## config.mk

```make
export PLATFORM = sky130hd
export DESIGN_NAME = dst_track
export DESIGN_NICKNAME = d
export VERILOG_FILES = /design/src/rtl/dst_track.sv
export SDC_FILE = /design/constraint.sdc
export NUM_CORES = 1
export LEC_CHECK = 0
export CAP_MARGIN = 20
export CORE_MARGIN = 1.5
export CORE_UTILIZATION = 31
export CTS_CLUSTER_DIAMETER = 30
export DETAILED_ROUTE_END_ITERATION = 16
export GPL_ROUTABILITY_DRIVEN = 0
export PLACE_DENSITY = 0.69
export SYNTH_ARGS = -nofsm -noshare
export SYNTH_HDL_FRONTEND = slang
export SYNTH_SLANG_ARGS = --single-unit
export TNS_END_PERCENT = 30
```

## constraint.sdc

```tcl
create_clock -name clk -period 2.1 [get_ports clk]
set_input_delay 0.42 -clock clk [delete_from_list [all_inputs] [get_ports clk]]
set_output_delay 0.42 -clock clk [all_outputs]
set_load 0.02 [all_outputs]
```

## src/rtl/dst_track.sv

```systemverilog
// dst_track: destination/Tnew tracker with decode stall and optional forwarding selects (DST_FWD_EN)
module dst_track #(
  parameter int ADDR_W = 5,
  parameter int DEPTH = 3,
  parameter int TNEW_W = 2,
  parameter int FSEL_W = 2
) (
  input  logic                     clk,
  input  logic                     reset,
  input  logic                     stall_in,
  input  logic                     flush,
  input  logic [ADDR_W-1:0]        d_rt,
  input  logic [ADDR_W-1:0]        d_rd,
  input  logic [1:0]               d_dstsel,
  input  logic                     d_we,
  input  logic [TNEW_W-1:0]        d_tnew,
  input  logic [ADDR_W-1:0]        d_rs_q,
  input  logic [ADDR_W-1:0]        d_rt_q,
  input  logic [TNEW_W-1:0]        d_tuse_rs,
  input  logic [TNEW_W-1:0]        d_tuse_rt,
  output logic [DEPTH*ADDR_W-1:0]  stg_dst,
  output logic [DEPTH*TNEW_W-1:0]  stg_tnew,
  output logic                     stall_req,
  output logic [FSEL_W-1:0]        fwd_rs,
  output logic [FSEL_W-1:0]        fwd_rt
);
  logic [ADDR_W-1:0] dst [DEPTH];
  logic [TNEW_W-1:0] tn [DEPTH];
  logic [ADDR_W-1:0] sel;
  logic bubble, mrs, mrt;
  assign sel = !d_we ? '0 : d_dstsel == 2'b00 ? d_rt : d_dstsel == 2'b01 ? d_rd :
               d_dstsel == 2'b10 ? ADDR_W'(31) : '0;
  assign bubble = stall_in | stall_req | flush;
  always_ff @(posedge clk) begin
    if (reset) begin
      for (int i = 0; i < DEPTH; i++) begin
        dst[i] <= '0;
        tn[i] <= '0;
      end
    end else begin
      dst[0] <= bubble ? '0 : sel;
      tn[0] <= bubble ? '0 : d_tnew;
      for (int i = 1; i < DEPTH; i++) begin
        dst[i] <= dst[i-1];
        tn[i] <= |tn[i-1] ? tn[i-1] - 1'b1 : '0;
      end
    end
  end
  for (genvar k = 0; k < DEPTH; k++) begin : g_pack
    assign stg_dst[k*ADDR_W +: ADDR_W] = dst[k];
    assign stg_tnew[k*TNEW_W +: TNEW_W] = tn[k];
  end
  // Descending scan so the nearest qualifying stage overwrites farther ones
  always_comb begin
    stall_req = 1'b0;
    fwd_rs = '0;
    fwd_rt = '0;
    mrs = 1'b0;
    mrt = 1'b0;
    for (int k = DEPTH - 1; k >= 0; k--) begin
      mrs = |d_rs_q && dst[k] == d_rs_q;
      mrt = |d_rt_q && dst[k] == d_rt_q;
`ifdef DST_FWD_EN
      if ((mrs && tn[k] > d_tuse_rs) || (mrt && tn[k] > d_tuse_rt)) stall_req = 1'b1;
      if (mrs && !(|tn[k])) fwd_rs = FSEL_W'(k + 1);
      if (mrt && !(|tn[k])) fwd_rt = FSEL_W'(k + 1);
`else
      if (k < DEPTH - 1 && (mrs || mrt)) stall_req = 1'b1;
`endif
    end
  end
`ifndef DST_FWD_EN
  logic unused;
  assign unused = ^{d_tuse_rs, d_tuse_rt};
`endif
endmodule
```

==> results.json <==
{
  "fill_cells": 288,
  "drcViolationCount": 0,
  "wl_per_cell_um": 12.1,
  "setup-tns-final_ps": 0,
  "final.setup_skew_ps": 0.848,
  "dpl.cell_count": 200,
  "post-dp-hpwl_um": 1970,
  "finalWorstSetupSlack_ps": 85.8,
  "critPathCaptureType": "primary output",
  "wirelength_um": 2460,
  "dr.pass1.iters": 4,
  "number_of_sinks_on_the_clock_net": 21,
  "floorplan.initialDensity": 0.320,
  "dr_total_vias": 950,
  "layout.cells.most_common": "sky130_fd_sc_hd__clkdlybuf4s50_1",
  "clkTransAtPathRegs_ps": 120,
  "non_filler_instance_count_after_layout": 204,
  "post_synth_instance_area_sq_um": 961,
  "cap_viol_max_count": 0,
  "cts-buffers-inserted": 3,
  "cts_tree": "built",
  "yosys.area.top_type_share": 0.438,
  "max_freq_mhz": 496,
  "rows": 20,
  "placement.cell_area_sq_um": 1580,
  "cts.path.max_buffers": 2,
  "peakVddDrop_mv": 0.209,
  "synthesis.instances": 106,
  "grt_use_total": 0.152,
  "multi_input_gate_area_in_the_final_layout_sq_um": 520,
  "syn_avg_cell_area_sq_um": 9.07,
  "utilization": 0.537,
  "io_pins": 59,
  "cts-root-buf": "sky130_fd_sc_hd__clkbuf_4",
  "post-synth-top-area-cell": "sky130_fd_sc_hd__dfxtp_1",
  "drive_above_1_share": 0.187,
  "h-tree-depth": 1,
  "number_of_antenna_violations_at_the_first_check_in_global_routing": 0,
  "timing.critical_path.required_ps": 1680,
  "seq_area_sq_um": 427,
  "stdcell_area_sq_um": 1610,
  "synth_cell_types": 18,
  "run_status": "finished clean",
  "most-common-layout-cells": "sky130_fd_sc_hd__clkdlybuf4s50_1 (39), sky130_fd_sc_hd__xor2_1 (16), sky130_fd_sc_hd__dfxtp_1 (16)",
  "die-width_um": 58.7,
  "setup_repair_after_global_routing_missed_its_margin": "false",
  "post_cts.repair.setup_buffers": 0,
  "cp_data_arrival_time_ps": 1590,
  "time_the_worst_path_needs_with_i_o_delays_and_setup_ps": 2010,
  "yosys_warnings": 0,
  "n_antenna_cell": 0,
  "final_antenna_net_count": 0,
  "insertion_delay_ps": 310,
  "power_leakage_nw": 0.701,
  "area_delta_synth_final_pct": 67.7,
  "timing.hold.ws_ps": 461,
  "synth-seq-area-share": 0.438,
  "total_power_mw": 0.774,
  "min-delay-path-class": "reg2reg",
  "grt_first_pass_wirelength_um": 3930,
  "timing.critical_path.fanout_max": 3,
  "final-hold-violation-count": 0,
  "synth_seq_cells": 21,
  "post_drt_via_cell_ratio": 4.66,
  "layout.nets": 207,
  "grt_pass1_vias": 912,
  "first_iter_violations": 37,
  "slew_viol_final": 0,
  "startpoint_type": "input pin",
  "final_min_period_over_clock_period": 0.959,
  "power-per-cell-area_nw_per_um2": 480,
  "post_placement_worst_setup_slack_ps": -647,
  "dieArea_sq_um": 3440,
  "report.final.setup_viol": 0,
  "pin_count_of_the_biggest_net_entering_global_routing": 15,
  "numPortBuffers": 50,
  "path_class": "in2out",
  "globalRouteOverflowTotal": 0,
  "core_box_area_sq_um": 3000,
  "synth_area_leaders": "sky130_fd_sc_hd__dfxtp_1 (44%), sky130_fd_sc_hd__xor2_1 (15%), sky130_fd_sc_hd__nor2b_1 (7.2%)",
  "die_h_um": 58.7
}
-- state kept, by name, summed over array words and instances (netlist names) --
name / cells
dst: 15
tn: 6
-- cells in the mapped netlist --
cell type,n
sky130_fd_sc_hd__and3_1,7
sky130_fd_sc_hd__a32oi_1,2
sky130_fd_sc_hd__o21ai_0,5
sky130_fd_sc_hd__o22a_2,1
sky130_fd_sc_hd__dfxtp_1,21
sky130_fd_sc_hd__nor2b_1,11
sky130_fd_sc_hd__and2_1,1
sky130_fd_sc_hd__inv_1,5
sky130_fd_sc_hd__nor3_1,9
sky130_fd_sc_hd__xor2_1,16
sky130_fd_sc_hd__xnor2_1,4
sky130_fd_sc_hd__clkbuf_1,1
sky130_fd_sc_hd__buf_4,4
sky130_fd_sc_hd__or4_1,2
sky130_fd_sc_hd__conb_1,1
sky130_fd_sc_hd__nand2_1,5
sky130_fd_sc_hd__nor2_1,9
sky130_fd_sc_hd__ha_1,2
-- worst max-delay path, stage by stage --
cell and delay, ps:
sky130_fd_sc_hd__dlygate4sd2_1 300, sky130_fd_sc_hd__xor2_1 170, sky130_fd_sc_hd__nor3_1 190, sky130_fd_sc_hd__a32oi_1 70, sky130_fd_sc_hd__o22a_2 270, sky130_fd_sc_hd__inv_1 70
sky130_fd_sc_hd__buf_6 110
-- kinds of logic (layout without fill, tap and decap cells) --
family                     Yosys count  count (layout)  share of synthesized area
and+or+nand+nor                     44              44                      0.241
DFF                                 21              21                      0.437
xor gates and xnor gates            20              20                      0.182
buffers and inverters               10              72                     0.0547
AOI/OAI and AO/OA                    8               8                     0.0547
adders and majority gates            2               2                     0.0260
other                                1               4                    0.00390
-- worst paths after layout --
check             cells past startpoint                   to                 start  slack, ps
hold / removal                        1  tn[0][2]$_SDFF_PP0_   tn[0][0]$_SDFF_PP0_        460
setup / recovery                      7            stall_req             d_rt_q[0]         90
hold reg to reg                       1  tn[0][2]$_SDFF_PP0_   tn[0][0]$_SDFF_PP0_        460
setup reg to reg                      6  tn[0][1]$_SDFF_PP0_  dst[0][2]$_SDFF_PP0_        640
-- final cells by class --
class,instances,share of cell area
Clock buffer,3,0.0140
Clock inverter,1,0.00466
Inverter,5,0.0116
Multi-Input combinational cell,78,0.323
Sequential cell,21,0.265
Tap cell,33,0.0256
Timing Repair Buffer,63,0.356
-- per-layer routing --
layer  up-vias  global-route usage  routed length (um)
li1        470                   -                   -
met4         0              0.0584                  66
met1       411               0.177                 956
met2        60               0.273                1210
met3         9              0.0286                 230
met5         -                   0                   0
-- power by group --
group	switching (mW)	internal [mW]
logic	0.0702	0.0876
registers	0.00504	0.405
clock network	0.133	0.0728
-- what timing repair did --
item,in CTS,in global routing
hold buffers,0,0
setup endpoints to repair,1,1
pin swaps,5,4
gates resized for setup,17,19
Power figures use the tool's default switching activity.
